$ cat src/rtl/cfg_regs_pkg.sv
// Shared definitions for the configuration register bank: sizes, FSM encoding,
// register addresses and small address helpers.
package cfg_regs_pkg;

    localparam int NUM_REGS = 5;
    localparam int ADDR_W   = 7;
    localparam int DATA_W   = 8;

    typedef enum logic [1:0] {
        IDLE  = 2'd0,
        WRITE = 2'd1,
        ACK   = 2'd2
    } state_t;

    typedef enum logic {
        PORT_A = 1'b0,
        PORT_B = 1'b1
    } port_t;

    localparam logic [ADDR_W-1:0] REG0_ADDR = 7'd0;
    localparam logic [ADDR_W-1:0] REG1_ADDR = 7'd1;
    localparam logic [ADDR_W-1:0] REG2_ADDR = 7'd2;
    localparam logic [ADDR_W-1:0] REG3_ADDR = 7'd3;
    localparam logic [ADDR_W-1:0] REG4_ADDR = 7'd4;

    // Full-width unsigned compare; upper address bits must not alias onto the bank.
    function automatic logic addr_in_range(input logic [ADDR_W-1:0] addr);
        return addr < ADDR_W'(NUM_REGS);
    endfunction

    function automatic logic [NUM_REGS-1:0] addr_onehot(input logic [ADDR_W-1:0] addr);
        logic [NUM_REGS-1:0] oh;
        oh = '0;
        for (int i = 0; i < NUM_REGS; i++) begin
            oh[i] = (addr == ADDR_W'(i));
        end
        return oh;
    endfunction

endpackage

$ cat src/rtl/reg_write_arbiter_if.sv
// Write-request bus for the two register bank writers (SPI decoder on A, sequencer on B).
interface reg_write_arbiter_if;
    import cfg_regs_pkg::*;

    logic              a_valid;
    logic [ADDR_W-1:0] a_addr;
    logic [DATA_W-1:0] a_data;
    logic              a_ready;
    logic              b_valid;
    logic [ADDR_W-1:0] b_addr;
    logic [DATA_W-1:0] b_data;
    logic              b_ready;

    modport master (
        output a_valid, a_addr, a_data, b_valid, b_addr, b_data,
        input  a_ready, b_ready
    );

    modport slave (
        input  a_valid, a_addr, a_data, b_valid, b_addr, b_data,
        output a_ready, b_ready
    );

endinterface

$ cat src/rtl/rr_arb2.sv
// Two-way round-robin picker; the caller owns and updates last_grant.
module rr_arb2
    import cfg_regs_pkg::*;
(
    input  logic [1:0] req,
    input  port_t      last_grant,
    input  logic       en,
    output logic       gnt_valid,
    output port_t      gnt_id
);

    always_comb begin
        gnt_valid = en && (req != 2'b00);
        gnt_id    = PORT_A;
        if (req == 2'b11) begin
            gnt_id = (last_grant == PORT_A) ? PORT_B : PORT_A;
        end else if (req[1]) begin
            gnt_id = PORT_B;
        end
    end

endmodule

$ cat src/rtl/reg_write_arbiter.sv
// Sole writer of the 5 x 8-bit configuration bank: arbitrates ports A/B round-robin,
// performs one checked write per grant and pulses ready/strobe/err in the ACK cycle.
module reg_write_arbiter
    import cfg_regs_pkg::*;
(
    input  logic                clk,
    input  logic                rst_n,
    reg_write_arbiter_if.slave  bus,
    input  logic                lock,
    output logic [DATA_W-1:0]   reg0,
    output logic [DATA_W-1:0]   reg1,
    output logic [DATA_W-1:0]   reg2,
    output logic [DATA_W-1:0]   reg3,
    output logic [DATA_W-1:0]   reg4,
    output logic [NUM_REGS-1:0] upd_strobe,
    output logic                err,
    output logic                busy
);

    state_t            state;
    state_t            state_next;
    port_t             last_grant;
    port_t             cap_id;
    port_t             gnt_id;
    logic              gnt_valid;
    logic [ADDR_W-1:0] cap_addr;
    logic [DATA_W-1:0] cap_data;
    logic [DATA_W-1:0] bank [NUM_REGS];
    logic              a_ready_q;
    logic              b_ready_q;

    rr_arb2 u_arb (
        .req        ({bus.b_valid, bus.a_valid}),
        .last_grant (last_grant),
        .en         ((state == IDLE) && !lock),
        .gnt_valid  (gnt_valid),
        .gnt_id     (gnt_id)
    );

    always_ff @(posedge clk) begin
        if (!rst_n) begin
            state <= IDLE;
        end else begin
            state <= state_next;
        end
    end

    always_comb begin
        state_next = state;
        case (state)
            IDLE:    if (gnt_valid) state_next = WRITE;
            WRITE:   state_next = ACK;
            ACK:     state_next = IDLE;
            default: state_next = IDLE;
        endcase
    end

    // Reset leaves last_grant at B so that A wins the first contention.
    always_ff @(posedge clk) begin
        if (!rst_n) begin
            last_grant <= PORT_B;
            cap_id     <= PORT_A;
            cap_addr   <= '0;
            cap_data   <= '0;
        end else if (gnt_valid) begin
            last_grant <= gnt_id;
            cap_id     <= gnt_id;
            cap_addr   <= (gnt_id == PORT_B) ? bus.b_addr : bus.a_addr;
            cap_data   <= (gnt_id == PORT_B) ? bus.b_data : bus.a_data;
        end
    end

    // The bank write and the ACK-cycle pulses are both produced at the end of WRITE.
    always_ff @(posedge clk) begin
        if (!rst_n) begin
            for (int i = 0; i < NUM_REGS; i++) begin
                bank[i] <= '0;
            end
            upd_strobe <= '0;
            err        <= 1'b0;
            a_ready_q  <= 1'b0;
            b_ready_q  <= 1'b0;
        end else begin
            upd_strobe <= '0;
            err        <= 1'b0;
            a_ready_q  <= 1'b0;
            b_ready_q  <= 1'b0;
            if (state == WRITE) begin
                for (int i = 0; i < NUM_REGS; i++) begin
                    if (cap_addr == ADDR_W'(i)) begin
                        bank[i] <= cap_data;
                    end
                end
                upd_strobe <= addr_onehot(cap_addr);
                err        <= !addr_in_range(cap_addr);
                a_ready_q  <= (cap_id == PORT_A);
                b_ready_q  <= (cap_id == PORT_B);
            end
        end
    end

    assign bus.a_ready = a_ready_q;
    assign bus.b_ready = b_ready_q;
    assign busy        = (state != IDLE);
    assign reg0        = bank[0];
    assign reg1        = bank[1];
    assign reg2        = bank[2];
    assign reg3        = bank[3];
    assign reg4        = bank[4];

endmodule

$ cat src/flat_wrapper.sv
// flat-port wrapper written by rule: the top's interface ports become plain ports
module reg_write_arbiter_flat import cfg_regs_pkg::*;
  (clk, rst_n, lock, reg0, reg1, reg2, reg3, reg4, upd_strobe, err, busy, bus_a_valid, bus_a_addr, bus_a_data, bus_b_valid, bus_b_addr, bus_b_data, bus_a_ready, bus_b_ready);
  reg_write_arbiter_if bus_i ();
  input  logic clk;
  input  logic rst_n;
  input  logic lock;
  output logic [DATA_W-1:0] reg0;
  output logic [DATA_W-1:0] reg1;
  output logic [DATA_W-1:0] reg2;
  output logic [DATA_W-1:0] reg3;
  output logic [DATA_W-1:0] reg4;
  output logic [NUM_REGS-1:0] upd_strobe;
  output logic err;
  output logic busy;
  input wire logic [$bits(bus_i.a_valid)-1:0] bus_a_valid;
  input wire logic [$bits(bus_i.a_addr)-1:0] bus_a_addr;
  input wire logic [$bits(bus_i.a_data)-1:0] bus_a_data;
  input wire logic [$bits(bus_i.b_valid)-1:0] bus_b_valid;
  input wire logic [$bits(bus_i.b_addr)-1:0] bus_b_addr;
  input wire logic [$bits(bus_i.b_data)-1:0] bus_b_data;
  output wire logic [$bits(bus_i.a_ready)-1:0] bus_a_ready;
  output wire logic [$bits(bus_i.b_ready)-1:0] bus_b_ready;
  assign bus_i.a_valid = bus_a_valid;
  assign bus_i.a_addr = bus_a_addr;
  assign bus_i.a_data = bus_a_data;
  assign bus_i.b_valid = bus_b_valid;
  assign bus_i.b_addr = bus_b_addr;
  assign bus_i.b_data = bus_b_data;
  assign bus_a_ready = bus_i.a_ready;
  assign bus_b_ready = bus_i.b_ready;
  reg_write_arbiter u_core (.clk(clk), .rst_n(rst_n), .bus(bus_i), .lock(lock), .reg0(reg0), .reg1(reg1), .reg2(reg2), .reg3(reg3), .reg4(reg4), .upd_strobe(upd_strobe), .err(err), .busy(busy));
endmodule
$ cat config.mk
export PLATFORM = sky130hd
export DESIGN_NAME = reg_write_arbiter_flat
export DESIGN_NICKNAME = d
export VERILOG_FILES = /design/src/rtl/cfg_regs_pkg.sv /design/src/rtl/reg_write_arbiter_if.sv /design/src/rtl/rr_arb2.sv /design/src/rtl/reg_write_arbiter.sv /design/src/flat_wrapper.sv
export SDC_FILE = /design/constraint.sdc
export NUM_CORES = 1
export LEC_CHECK = 0
export BUFFER_PORTS_ARGS = -buffer_cell sky130_fd_sc_hd__buf_4
export CAP_MARGIN = 20
export CORE_MARGIN = 8
export CORE_UTILIZATION = 40
export CTS_BUF_LIST = sky130_fd_sc_hd__clkbuf_16
export CTS_CLUSTER_DIAMETER = 100
export DETAILED_ROUTE_END_ITERATION = 10
export HOLD_SLACK_MARGIN = 0.08
export PLACE_DENSITY = 0.71
export RECOVER_POWER = 25
export SLEW_MARGIN = 20
export SYNTH_ARGS = -nofsm -noshare
export SYNTH_HDL_FRONTEND = slang
export SYNTH_SLANG_ARGS = --single-unit
export TNS_END_PERCENT = 5
$ cat constraint.sdc
create_clock -name clk -period 2.9 [get_ports clk]
set_input_delay 0.29 -clock clk [delete_from_list [all_inputs] [get_ports clk]]
set_output_delay 0.29 -clock clk [all_outputs]
set_load 0.005 [all_outputs]
==> results.sh <==
export IMPL_grt_first_pass_wirelength_mm=9.473
export IMPL_required_ns=3.16
export IMPL_syn_inst=170
export IMPL_leakage_nw=1.371
export IMPL_cts_resized=0
export IMPL_gp_routability_congestion=0.7830
export IMPL_synth_fp_nets=205
export IMPL_ant_nets=0
export IMPL_setup_viol=0
export IMPL_drtPass1Iterations=4
export IMPL_finalPower_mw=2.479
export IMPL_yosysWarningCount=0
export IMPL_post_place_cells=325
export IMPL_die_w_um=94.04
export IMPL_synth_seq_cells=67
export IMPL_layout_common_cells="buf_4 (53), edfxtp_1 (40), dfxtp_1 (27), clkbuf_4 (26)"
export IMPL_antenna_diode_count=0
export IMPL_synth_seq_area_share=0.7149
export IMPL_hold_worst_slack_ns=0.2659
export IMPL_synth_avg_cell_area_um2=14.33
export IMPL_hpwl_mm=4.468
export IMPL_grt_max_degree=33
export IMPL_grt_pass1_vias=1838
export IMPL_synth_edf_count=40
export IMPL_cts_setup_buffers=0
export IMPL_via_count=1798
export IMPL_vdd_ir_drop_max_mv=0.4655
export IMPL_grt_usage=0.1430
export IMPL_skew_ns=0.003990
export IMPL_dp_slack_ns=1.058
export IMPL_crit_path_start_kind="register"
export IMPL_rsz0062_at_grt="false"
export IMPL_drv_slew=0
export IMPL_worstSkewPairLatency_ns=0.32
export IMPL_post_route_min_period_ns=1.870
export IMPL_slew_headroom=0.3913
export IMPL_power_per_cell_area_nw_per_um2=714.1
export IMPL_cts_sinks=67
export IMPL_antenna_found_initial=0
export IMPL_cp_arrival_ns=2.13
export IMPL_synth_top_area_frac=0.4931
export IMPL_hold_class="in2reg"
export IMPL_cts_clk_slew_worst_paths_ns=0.05
export IMPL_criticalPathCategory="reg2reg"
export IMPL_synth_area_leaders="edfxtp_1 (49%), dfxtp_1 (22%), o2111a_1 (6.5%), or4_1 (4.3%), or3_1 (3.1%)"
export IMPL_drtIter0Drc=122
export IMPL_worst_pin_slew_ns=0.9112
export IMPL_final_common_cell="buf_4"
export IMPL_setup_ws_ns=1.030
export IMPL_fin_tns_setup_ns=0
export IMPL_synth_cell_types=33
export IMPL_wl_per_cell_um=17.94
export IMPL_critPathCaptureType="register"
export IMPL_maxCapViolCount=0
export IMPL_htree_levels=3
export IMPL_die_y_um=94.04
export IMPL_layout_nets=296
export IMPL_drive_gt1_frac=0.3872
export IMPL_hold_buffers=0
export IMPL_num_rows=28
export IMPL_outcome="finished, final reports clean"
export IMPL_drc_errors=0
export IMPL_fillers=477
export IMPL_synthArstFlopShare=0
export IMPL_cts_tree="done"
export IMPL_routed_wl_mm=6.119
export IMPL_clock_fmax_mhz=534.7
export IMPL_dieArea_um2=8844
export IMPL_reg2reg_slack_ns=1.03
export IMPL_via_per_inst=5.273
export IMPL_initial_core_util=0.4115
export IMPL_layout_cells_non_filler=341
export IMPL_finalCritPeriodShare=0.6449
export IMPL_synth_top_area_cell="edfxtp_1"
export IMPL_grt_overflow_total=0
export IMPL_cts_buffers=9
export IMPL_cts_root_buf="clkbuf_16"
export IMPL_clockBufferDepth=2
export IMPL_io_pins=84
export IMPL_coreArea_um2=5921
export IMPL_hold_viol=0
export IMPL_worstPathMaxFanout=32
export IMPL_synth_top_flop_cell="edfxtp_1"
export IMPL_syn_to_final_growth_pct=42.53
export IMPL_syn_area_um2=2436
export IMPL_io_buffers=83
## Yosys cell counts, types with 2 or more instances
cell	instances
a21oi_1	2
and2_1	10
clkbuf_1	6
clkbuf_2	2
dfxtp_1	27
edfxtp_1	40
inv_1	2
nand2_1	3
nand3_1	2
nor2_1	8
nor3_1	2
o2111a_1	14
o21ai_0	6
or2_2	2
or3_1	12
or3_2	2
or4_1	14
## logic make-up after synthesis
group | after synthesis | synth area share
buf+inv | 12 | 0.02003
flops | 67 | 0.7149
simple gates | 63 | 0.1613
compound gates | 28 | 0.1038
## power by group
part	internal (mW)	switching, mW	leakage, nW
logic	0.0962	0.0902	0.583
registers	1.06	0.0237	0.633
clock network	0.835	0.379	0.155
total	1.99	0.493	1.37
## critical path: stages, from the launching register on
cell and delay, ns:
dfxtp_1 0.33, or3_4 0.53, nor2_1 0.47, buf_4 0.28, o2111a_1 0.19
## path summary, 6_finish.rpt
| check | startpoint | to | depth (start not counted) |
|---|---|---|---|
| max reg2reg | u_core.state[0] | u_core.cap_addr[0] | 4 |
| min | lock | u_core.last_grant | 4 |
| max | u_core.state[0] | u_core.cap_addr[0] | 4 |
| min reg2reg | u_core.cap_id | u_core.bus.a_ready | 1 |
## area by class of cell
type	count	area, um2	share of cell area
clock inverter	7	116.4	0.03351
timing repair buffer	89	630.6	0.1816
multi-input combinational	91	653.1	0.1881
sequential	67	1742	0.5016
inverter	3	11.26	0.003243
tap	75	93.84	0.02703
clock buffer	9	225.2	0.06486
## metal layers
| layer | GRT usage | part of all wire | wire length, um | vias up |
|---|---|---|---|---|
| met5 | 0 | 0 | 0 | - |
| met4 | 0.09379 | 0.024 | 147 | 0 |
| met3 | 0.05196 | 0.092 | 566 | 13 |
| met2 | 0.2135 | 0.45 | 2762 | 84 |
| met1 | 0.1696 | 0.43 | 2643 | 852 |
| li1 | - | - | - | 849 |
## state kept, by name (all words and copies together), names as in the netlist
register and flops:
u_core.bank 40, u_core.bus.a_ready 1, u_core.bus.b_ready 1, u_core.cap_addr 7
u_core.cap_data 8, u_core.cap_id 1, u_core.err 1, u_core.last_grant 1
u_core.state 2, u_core.upd_strobe 5
## stage by stage
stage	utilization	cell area [um2]
after floorplan	-	2436
after global placement	0.5351	3168
after detailed placement	0.5351	3168
after CTS	0.5928	3510
after global routing	0.5864	3472
final	0.5864	3472
Note: power is estimated with default switching activity, not from simulation.
